## config.mk

```make
export PLATFORM = sky130hd
export DESIGN_NAME = alu_operand_sequencer_flat
export DESIGN_NICKNAME = d
export VERILOG_FILES = /design/src/rtl/alu_operand_sequencer_if.sv /design/src/rtl/alu_operand_sequencer.sv /design/src/flat_wrapper.sv
export SDC_FILE = /design/constraint.sdc
export NUM_CORES = 1
export LEC_CHECK = 0
export CELL_PAD_IN_SITES_DETAIL_PLACEMENT = 1
export CELL_PAD_IN_SITES_GLOBAL_PLACEMENT = 2
export CORE_ASPECT_RATIO = 1.25
export CORE_UTILIZATION = 43
export DETAILED_ROUTE_END_ITERATION = 7
export GPL_TIMING_DRIVEN = 0
export PLACE_DENSITY_LB_ADDON = 0.1
export SLEW_MARGIN = 40
export SYNTH_ARGS = -nofsm -noshare
export SYNTH_HDL_FRONTEND = slang
export SYNTH_SLANG_ARGS = --single-unit
```

## constraint.sdc

```tcl
create_clock -name clk -period 10.67 [get_ports clk]
set_clock_uncertainty 0.2 [all_clocks]
set_input_delay 2.134 -clock clk [delete_from_list [all_inputs] [get_ports clk]]
set_output_delay 2.134 -clock clk [all_outputs]
set_load 0.02 [all_outputs]
```

## src/rtl/alu_operand_sequencer_if.sv

```systemverilog
// rtl/alu_operand_sequencer_if.sv - command, load, ALU and debug signals of the operand sequencer
interface alu_operand_sequencer_if #(
  parameter int W = 32,
  parameter int A = 3
);
  logic         start;
  logic [A-1:0] src1;
  logic [A-1:0] src2;
  logic [A-1:0] dst;
  logic         ld_en;
  logic [A-1:0] ld_addr;
  logic [W-1:0] ld_data;
  logic [W-1:0] c_out;
  logic [W-1:0] R2;
  logic [W-1:0] R3;
  logic         busy;
  logic         done;
  logic [A-1:0] dbg_addr;
  logic [W-1:0] dbg_data;

  modport master (
    output start, src1, src2, dst, ld_en, ld_addr, ld_data, c_out, dbg_addr,
    input  R2, R3, busy, done, dbg_data
  );

  modport slave (
    input  start, src1, src2, dst, ld_en, ld_addr, ld_data, c_out, dbg_addr,
    output R2, R3, busy, done, dbg_data
  );
endinterface

```

## src/rtl/alu_operand_sequencer.sv

```systemverilog
// rtl/alu_operand_sequencer.sv - register file, ALU operand driver and result write-back controller
module alu_operand_sequencer #(
  parameter int W       = 32,
  parameter int A       = 3,
  parameter int ALU_LAT = 1
) (
  input  logic                    clk,
  input  logic                    rst,
  alu_operand_sequencer_if.slave  bus
);
  localparam int          N      = 1 << A;
  localparam logic [3:0]  LAT_M1 = 4'(ALU_LAT - 1);

  typedef enum logic [1:0] {S_IDLE, S_FETCH, S_EXEC, S_WB} state_t;

  state_t       r_state;
  logic [W-1:0] r_rf [N];
  logic [A-1:0] r_src1;
  logic [A-1:0] r_src2;
  logic [A-1:0] r_dst;
  logic [3:0]   r_cnt;
  logic [W-1:0] r_r2;
  logic [W-1:0] r_r3;
  logic         r_done;

  always_ff @(posedge clk) begin
    if (rst) begin
      r_state <= S_IDLE;
      r_src1  <= '0;
      r_src2  <= '0;
      r_dst   <= '0;
      r_cnt   <= '0;
      r_r2    <= '0;
      r_r3    <= '0;
      r_done  <= 1'b0;
      for (int i = 0; i < N; i++) r_rf[i] <= '0;
    end else begin
      r_done <= 1'b0;
      case (r_state)
        S_IDLE: begin
          // Load commits at the same edge that accepts start, so FETCH sees it.
          if (bus.ld_en && (bus.ld_addr != '0)) r_rf[bus.ld_addr] <= bus.ld_data;
          if (bus.start) begin
            r_src1  <= bus.src1;
            r_src2  <= bus.src2;
            r_dst   <= bus.dst;
            r_state <= S_FETCH;
          end
        end
        S_FETCH: begin
          r_r2    <= r_rf[r_src1];
          r_r3    <= r_rf[r_src2];
          r_cnt   <= LAT_M1;
          r_state <= S_EXEC;
        end
        S_EXEC: begin
          if (r_cnt == 4'd0) r_state <= S_WB;
          else               r_cnt   <= r_cnt - 4'd1;
        end
        S_WB: begin
          if (r_dst != '0) r_rf[r_dst] <= bus.c_out;
          r_done  <= 1'b1;
          r_state <= S_IDLE;
        end
        default: r_state <= S_IDLE;
      endcase
    end
  end

  assign bus.R2       = r_r2;
  assign bus.R3       = r_r3;
  assign bus.busy     = (r_state != S_IDLE);
  assign bus.done     = r_done;
  assign bus.dbg_data = (bus.dbg_addr == '0) ? '0 : r_rf[bus.dbg_addr];
endmodule

```

## src/flat_wrapper.sv

```systemverilog
// flat-port wrapper written by rule: the top's interface ports become plain ports
module alu_operand_sequencer_flat 
#(
  parameter int W       = 32,
  parameter int A       = 3,
  parameter int ALU_LAT = 1
)
  (clk, rst, bus_start, bus_src1, bus_src2, bus_dst, bus_ld_en, bus_ld_addr, bus_ld_data, bus_c_out, bus_dbg_addr, bus_R2, bus_R3, bus_busy, bus_done, bus_dbg_data);
  alu_operand_sequencer_if #(.W(W), .A(A)) bus_i ();
  input  logic clk;
  input  logic rst;
  input wire logic [$bits(bus_i.start)-1:0] bus_start;
  input wire logic [$bits(bus_i.src1)-1:0] bus_src1;
  input wire logic [$bits(bus_i.src2)-1:0] bus_src2;
  input wire logic [$bits(bus_i.dst)-1:0] bus_dst;
  input wire logic [$bits(bus_i.ld_en)-1:0] bus_ld_en;
  input wire logic [$bits(bus_i.ld_addr)-1:0] bus_ld_addr;
  input wire logic [$bits(bus_i.ld_data)-1:0] bus_ld_data;
  input wire logic [$bits(bus_i.c_out)-1:0] bus_c_out;
  input wire logic [$bits(bus_i.dbg_addr)-1:0] bus_dbg_addr;
  output wire logic [$bits(bus_i.R2)-1:0] bus_R2;
  output wire logic [$bits(bus_i.R3)-1:0] bus_R3;
  output wire logic [$bits(bus_i.busy)-1:0] bus_busy;
  output wire logic [$bits(bus_i.done)-1:0] bus_done;
  output wire logic [$bits(bus_i.dbg_data)-1:0] bus_dbg_data;
  assign bus_i.start = bus_start;
  assign bus_i.src1 = bus_src1;
  assign bus_i.src2 = bus_src2;
  assign bus_i.dst = bus_dst;
  assign bus_i.ld_en = bus_ld_en;
  assign bus_i.ld_addr = bus_ld_addr;
  assign bus_i.ld_data = bus_ld_data;
  assign bus_i.c_out = bus_c_out;
  assign bus_i.dbg_addr = bus_dbg_addr;
  assign bus_R2 = bus_i.R2;
  assign bus_R3 = bus_i.R3;
  assign bus_busy = bus_i.busy;
  assign bus_done = bus_i.done;
  assign bus_dbg_data = bus_i.dbg_data;
  alu_operand_sequencer #(.W(W), .A(A), .ALU_LAT(ALU_LAT)) u_core (.clk(clk), .rst(rst), .bus(bus_i));
endmodule
```

# Word-level counts from Yosys, hierarchy flattened
# Memories as Yosys holds them, arrays and structs flattened. A register that Yosys moved wholly into a read port is not among the register bits.
# Index checks and enable logic that the tools add are counted.
dict set report classes {
  n_reduce_logical 13
  eq_ne 6
  n_mux 23
  addsub 1
}
# cell count
set op_table {}
lappend op_table {{32-bit 2-to-1 mux} 3}
lappend op_table {{32-bit OR reduction} 2}
lappend op_table {{1-bit 2-to-1 mux} 13}
lappend op_table {{2-bit case mux with 4 select lines} 1}
lappend op_table {{4-bit case mux with 2 select lines} 1}
lappend op_table {{3-bit 2-to-1 mux} 2}
lappend op_table {{2-bit AND reduction} 3}
lappend op_table {{3-bit nonzero test} 2}
lappend op_table {{2-bit == test (second input constant)} 2}
lappend op_table {{4-bit logical NOT} 1}
lappend op_table {{2-bit 2-to-1 mux} 2}
lappend op_table {{4-bit 2-to-1 mux} 1}
lappend op_table {{2-bit != test (second input constant)} 2}
lappend op_table {{2-bit nonzero test} 2}
lappend op_table {{4-bit by 1-bit subtractor with 4-bit output (second input constant)} 1}
lappend op_table {{3-bit logical NOT} 1}
lappend op_table {{2-bit by 1-bit == test with 1-bit output (second input constant)} 1}
lappend op_table {{2-bit logical NOT} 1}
lappend op_table {{2-bit by 1-bit != test with 1-bit output (second input constant)} 1}
lappend op_table {{1-bit logical AND} 1}
dict set report word_totals {
  reg_bits 16
  n_memories 1
  ramBits 256
  elab_cells 50
}
# name depth word_bits read_ports rd_clocked_by_memory_dff write_ports line_no
set memory_table {}
lappend memory_table {u_core.r_rf 8 32 3 2 8 alu_operand_sequencer.sv:17} ;# logic [W-1:0] r_rf [N];

# Logic depth before layout (Yosys ltp)
# Gate-level depths: netlist (run 1).
dict set report depth {
  depth_word 9
  mapped_depth 10
}

# Least setup slack after synthesis (run 1)
# Ideal clock, no wire load.
dict set report synth_path {
  path_kind {input to output}
  start {input port bus_dbg_addr[0]}
  end {output port bus_dbg_data[0]}
  path_stages 5
  t_arrival_ps 3686
  t_required_ps 8336
  n_path_buf 3
  path_slack_ps 4650
  path_cell_list {buf_2 > buf_1 > clkbuf_1 > a22oi_1 > o21ai_0}
}
dict set report synth_via {
  elab_chain_len 2
}
# element line_no
set synth_lines {}
lappend synth_lines {{start, declared} flat_wrapper.sv:20} ;# input wire logic [$bits(bus_i.dbg_addr)-1:0] bus_dbg_addr;
lappend synth_lines {{memory read 8 x 32 bit or 3-bit logical NOT (tied branches)} n/a}
lappend synth_lines {{32-bit 2-to-1 mux (*)} alu_operand_sequencer.sv:74} ;# assign bus.dbg_data = (bus.dbg_addr == '0) ? '0 : r_rf[bus.dbg_addr];
lappend synth_lines {{end, declared} flat_wrapper.sv:25} ;# output wire logic [$bits(bus_i.dbg_data)-1:0] bus_dbg_data;
# Every way passes the cells marked *; elsewhere a longest branch is shown, timed or not.

# Worst setup path after layout (run 1)
dict set report layout_path {
  start {input port bus_dbg_addr[0]}
  end {output port bus_dbg_data[1]}
}
# The elaborated chain is that of the path after synthesis.

==> flow_summary.toml, run 1 <==
[power_and_ir_drop]
peakVddDrop_uv = 155.7
p_per_area_nw_per_um2 = 203.4
leakage_nw = 7.157

[sta]
grt_setup_unrepaired = "false"
max_freq_mhz = 128.5
finalMaxSlewViolations = 0
slew_headroom = 0.3626
layout_setup_ws_ns = 2.890
setup_viol = 0
tightest_slew_ns = 0.9561
post-route-period-util = 0.7291
setup_tns_ns = 0
hold_violations = 0
min_period_ns = 7.780

[place]
dpl_cell_area_um2 = 20290
gp_congestion = 0.8647
hpwl_um = 44920
io_buffers = 178
post-place-ws_ns = 2.594

[finish]
fin_area_um2 = 21540
final_common_cell = "edfxtp_1"
final_cell_mix = "edfxtp_1, nor3_1, clkdlybuf4s50_1"
fill_cells = 4079
synthToLayoutAreaGrowth_pct = 23.70
n_antenna_cell = 0
nets = 1660
drive_gt1_frac = 0.2058

[setup_path]
criticalPathCategory = "input port to output port"
start_kind = "input port"
worstPathRequired_ns = 8.34
critPathMaxFanout = 10
cp-end-kind = "output port"
arrival_ns = 5.45
reg2reg_to = "u_core.r_rf[4][8]$_SDFFCE_PN0P_"
reg2reg_from = "u_core.r_state[0]$_SDFFE_PP0P_"
ff2ff_setup_slack_ns = 6.88
r2r_cells = 10

[grt]
grt_pass1_wl_um = 95860
grt_max_degree = 33
antenna_found_initial = 0
grt_util_all_layers = 0.3270
grt_pass1_vias = 14370
overflow = 0

[min_path]
min_path_cells = 2
holdPathEnd = "u_core.bus.R2[24]$_SDFFE_PP0P_"
hold_class = "flop to flop"
min_from = "u_core.bus.R2[24]$_SDFFE_PP0P_"

[floorplanning]
fp.dieW_um = 182.0
die_area_um2 = 41300
die_h_um = 227.0
io_pins = 181
initial_core_util = 0.4351
core_um2 = 40010
num_rows = 82

[drt]
dr.pass1.iters = 5
drc = 0
drt_iter0_markers = 1354
wl_per_cell_um = 31.54
via_count = 13610
vias_per_cell = 6.470
wirelength_um = 66330
route.antenna.remaining_nets = 0

[synthesis]
synth_top_flop_cell = "edfxtp_1"
syn_area_um2 = 17410
synthCells = 1304
synth.avg_cell_area_um2 = 13.35
ys_seq_elements = 336
yosys.cell_types.count = 38
synthArstFlopShare = 0
synth_edf_count = 256
synth_warnings = 0
synth_seq_area_share = 0.5336

[clocking]
cts_buffer_depth = 3
cts_setup_buffers = 0
cts_repair_resize_count = 0
insertion_delay_ns = 0.55
clk_pin_slew_worst_paths_ns = 0.06
clock-sinks = 336
hold_buffers = 0
cts_max_level = 2
numCtsBuffers = 37
cts_tree = "done"
root_buffer = "clkbuf_16"

[flow_run]
drv_cap = 0

[outcome]
status = "finished clean"
==> registers in the layout, indices dropped and copies added, names as in the netlist <==
register,flops
u_core.bus.R2,32
u_core.r_src1,3
u_core.r_rf,256
u_core.r_dst,3
u_core.r_cnt,4
u_core.bus.R3,32
u_core.r_state,2
u_core.r_src2,3
u_core.bus.done,1
==> power by group <==
group          leakage, nW  switching (mW)  internal (mW)  total (mW)
Clock                0.607           0.541          0.764        1.30
Combinational         3.26           0.826          0.570        1.40
Sequential            3.29           0.104           1.58        1.68
Total                 7.16            1.47           2.91        4.38
==> routing by layer <==
| metal | up-vias | share of wire | GRT usage | wire length, um |
|---|---|---|---|---|
| met5 | - | 0 | 0 | 0 |
| met4 | 0 | 0.052 | 0.1721 | 3464 |
| met3 | 206 | 0.076 | 0.05599 | 5074 |
| met2 | 742 | 0.50 | 0.5650 | 33180 |
| met1 | 6997 | 0.37 | 0.3945 | 24610 |
| li1 | 5662 | - | - | - |
==> how the worst max path moves through the flow <==
stage          cells after the start       startpoint  slack [ns]                              end
6_report                           7  bus_dbg_addr[0]        2.89                  bus_dbg_data[1]
5_1_grt                            7  bus_dbg_addr[1]        2.87                 bus_dbg_data[13]
4_1_cts                            7  bus_dbg_addr[0]        2.59                 bus_dbg_data[21]
3_5_place_dp                       7  bus_dbg_addr[0]        2.59                 bus_dbg_data[21]
3_3_place_gp                       8              rst        2.30  u_core.r_rf[2][7]$_SDFFCE_PN0P_
2_1_floorplan                      5  bus_dbg_addr[0]        4.65                  bus_dbg_data[0]
==> kinds of logic (layout without fill, tap and decap cells) <==
logic type	count (synthesis)	after routing	share of synthesized area
AOI/OAI and AO/OA	154	154	0.05584
xor gates and xnor gates	2	2	0.001006
adders and majority gates	7	7	0.005031
buffers and inverters	136	400	0.03148
DFF	336	336	0.5336
muxes	226	226	0.2472
other	1	32	0.0002154
and+or+nand+nor	442	442	0.1256
==> cells in the mapped netlist, drive strengths merged, types with 3 or more instances <==
cell	number	area share
o21ai	34	0.0098
mux2i	34	0.020
nand3	12	0.0034
clkbuf	88	0.019
nor2	72	0.016
a21oi	11	0.0032
ha	7	0.0050
mux4	160	0.21
o21bai	5	0.0022
nor3	227	0.065
a22oi	32	0.014
nand2b	5	0.0022
o22ai	64	0.023
mux2	32	0.021
and2b	9	0.0039
o211ai	3	0.0013
dfxtp	80	0.092
inv	6	0.0013
edfxtp	256	0.44
buf	42	0.011
and2	3	0.0011
nand2	49	0.011
nor2b	58	0.021
==> stage by stage <==
step / hold WS, ns / util / instances / total power [mW]
floorplan: 0.2436 / - / 1335 / 2.458
global placement: 0.2556 / 0.4983 / 2017 / 3.050
detailed placement: 0.2667 / 0.5072 / 2035 / 3.087
CTS: 0.2787 / 0.5378 / 2103 / 4.380
global route: 0.2952 / 0.5382 / 2103 / 4.513
finish: 0.2744 / 0.5382 / 2103 / 4.380
==> cell type report <==
cell class              count  area [um^2]  area share
well taps                 504        630.6     0.02928
clock inverters            11        83.83    0.003893
flip-flops and latches    336         9289      0.4313
plain buffers             130        559.3     0.02597
inverters                   6        22.52    0.001046
multi-input cells         863         7756      0.3602
repair buffers            196         2052     0.09528
clock buffers              57         1142     0.05304
==> worst max-delay path: stages <==
cell	delay [ns]
clkdlybuf4s50_1	0.47
buf_2	0.36
clkbuf_2	0.44
clkbuf_1	0.76
a22oi_1	0.15
o21ai_0	0.41
clkdlybuf4s50_1	0.70
(Power assumes the default switching activity.)
==> run 2, diff against run 1 <==
--- a/config.mk
+++ b/config.mk
@@ -8,7 +8,7 @@
 export CELL_PAD_IN_SITES_DETAIL_PLACEMENT = 1
 export CELL_PAD_IN_SITES_GLOBAL_PLACEMENT = 2
 export CORE_ASPECT_RATIO = 1.25
-export CORE_UTILIZATION = 43
+export CORE_UTILIZATION = 40
 export DETAILED_ROUTE_END_ITERATION = 7
 export GPL_TIMING_DRIVEN = 0
 export PLACE_DENSITY_LB_ADDON = 0.1
==> constraint.sdc (replaced) <==
create_clock -name clk -period 7.2 [get_ports clk]
set_clock_uncertainty 0.2 [all_clocks]
set_input_delay 1.44 -clock clk [delete_from_list [all_inputs] [get_ports clk]]
set_output_delay 1.44 -clock clk [all_outputs]
set_load 0.02 [all_outputs]
==> run 2 against run 1 <==
Hold slack improved by 0.0025 ns. Sequential cell count unchanged. Global-route usage decreased by 2.5 points. Via count decreased by 0.64%. Die area increased by 7.4%. Sequential share of layout area about the same. Register-to-register slack got worse by 3.7 ns. Sequential power increased by 48%. Final cell count increased by 2.9%. Non-clock buffer count decreased by 2. Critical path type unchanged. Largest cell class unchanged.
==> flow_summary.toml, run 2 (synthesized netlist as in run 1, its figures left out) <==
[finish]
fin_cells = 2163
nets = 1659
synthToLayoutAreaGrowth_pct = 23.58
final_common_cell = "edfxtp_1"
largest_reg_flops = 256
n_antenna_cell = 0
post-route-util = 0.5007
final_cell_mix = "edfxtp_1, nor3_1, clkdlybuf4s50_1"
fin_area_um2 = 21510
drive_gt1_frac = 0.1946
top_register = "u_core.r_rf"

[sta]
hold_slack_ns = 0.2769
max_freq_mhz = 156.1
min_period_ns = 6.406
setup_viol = 0
post-route-period-util = 0.8897
grt_setup_unrepaired = "false"
tightest_slew_ns = 0.9475
layout_setup_ws_ns = 0.7945
setup_tns_ns = 0
finalMaxSlewViolations = 0
slew_headroom = 0.3684
hold_violations = 0

[setup_path]
worstPathRequired_ns = 5.56
ff2ff_setup_slack_ns = 3.19
path_cells = "clkdlybuf4s50_1 -> clkbuf_1 -> buf_1 -> mux2_2 -> a22oi_1 -> o21ai_0 -> clkdlybuf4s50_1"
start_kind = "input port"
arrival_ns = 4.77
crit_path_frequent_cell = "clkdlybuf4s50_1"
critPathMaxFanout = 10
crit_slowest_cell = "buf_1"
reg2reg_to = "u_core.r_rf[4][14]$_SDFFCE_PN0P_"
criticalPathCategory = "input port to output port"
reg2reg_from = "u_core.r_state[0]$_SDFFE_PP0P_"
cp-end-kind = "output port"
max_stage_delay_ns = 0.74
r2r_cells = 11

[power_and_ir_drop]
combPwrFrac = 0.322
p_int_mw = 4.224
p_per_area_nw_per_um2 = 296.6
clkPwrFrac = 0.289
p_sw_mw = 2.156
p_sw_frac = 0.3379
peakVddDrop_uv = 171.3
seq_power_share = 0.390
total_power_mw = 6.381
leakage_nw = 7.086

[drt]
wl_per_cell_um = 30.65
drt_iter0_markers = 1339
vias_per_cell = 6.251
route.antenna.remaining_nets = 0
drc = 0
via_count = 13520
wirelength_um = 66300
dr.pass1.iters = 7

[grt]
antenna_found_initial = 1
grt_pass1_vias = 14290
overflow = 0
grt_max_degree = 33
grt_pass1_wl_um = 96120
grt_util_all_layers = 0.3019

[place]
gp_congestion = 0.8598
dpl_cell_area_um2 = 20360
post-place-ws_ns = 0.5619
hpwl_um = 46150
dp.cells = 2094
io_buffers = 178

[floorplanning]
core_um2 = 42970
io_pins = 181
fp.dieW_um = 188.6
die_area_um2 = 44370
initial_core_util = 0.4052
num_rows = 85
die_h_um = 235.2

[clocking]
insertion_delay_ns = 0.56
cts_max_level = 2
cts_buffer_depth = 3
clk_pin_slew_worst_paths_ns = 0.06
numCtsBuffers = 38
cts_repair_resize_count = 0
hold_buffers = 0
cts_setup_buffers = 0
clock-sinks = 336
root_buffer = "clkbuf_16"
cts_tree = "done"

[min_path]
hold_class = "flop to flop"
min_path_cells = 2
holdPathEnd = "u_core.bus.R3[30]$_SDFFE_PP0P_"
min_from = "u_core.bus.R3[30]$_SDFFE_PP0P_"

[flow_run]
drv_cap = 0

[outcome]
status = "finished clean"
run 2: how the worst max path moves through the flow:
stage / startpoint / end / slack, ns / depth (start not counted)
floorplan: rst / u_core.r_rf[4][0]$_SDFFCE_PN0P_ / 2.28 / 8
global placement: bus_ld_addr[0] / u_core.r_rf[2][6]$_SDFFCE_PN0P_ / -0.33 / 7
detailed placement: bus_dbg_addr[0] / bus_dbg_data[19] / 0.56 / 7
CTS: bus_dbg_addr[0] / bus_dbg_data[19] / 0.57 / 7
global route: bus_dbg_addr[1] / bus_dbg_data[12] / 0.69 / 7
finish: bus_dbg_addr[1] / bus_dbg_data[12] / 0.79 / 7
run 2: final cells by class:
| cell class | instances | area [um^2] |
|---|---|---|
| sequential | 336 | 9289 |
| inverter | 6 | 22.52 |
| fill | 4393 | 21450 |
| tap | 565 | 706.9 |
| buffer | 130 | 554.3 |
| clock buffer | 60 | 1097 |
| clock inverter | 9 | 41.29 |
| multi-input combinational | 863 | 7756 |
| timing repair buffer | 194 | 2047 |
run 2: power groups by stage:
stage	combinational, mW	sequential, mW	clock (mW)
2_1_floorplan	0.984	2.66	0
3_3_place_gp	2.00	2.52	0
3_5_place_dp	2.05	2.52	0
4_1_cts	2.06	2.49	1.86
5_1_grt	2.16	2.52	1.94
6_report	2.05	2.49	1.84
run 2: routing by layer:
layer	share of wire	GRT usage
met1	0.38	0.3733
met2	0.51	0.5176
met3	0.065	0.04577
met4	0.046	0.1408
met5	0.00020	0
run 2: critical path, delay by kind of cell:
family,cells,cell delay [ns]
multiplexers,1,0.31
AO/OA/AOI/OAI,2,0.52
buffers and inverters,4,2.48
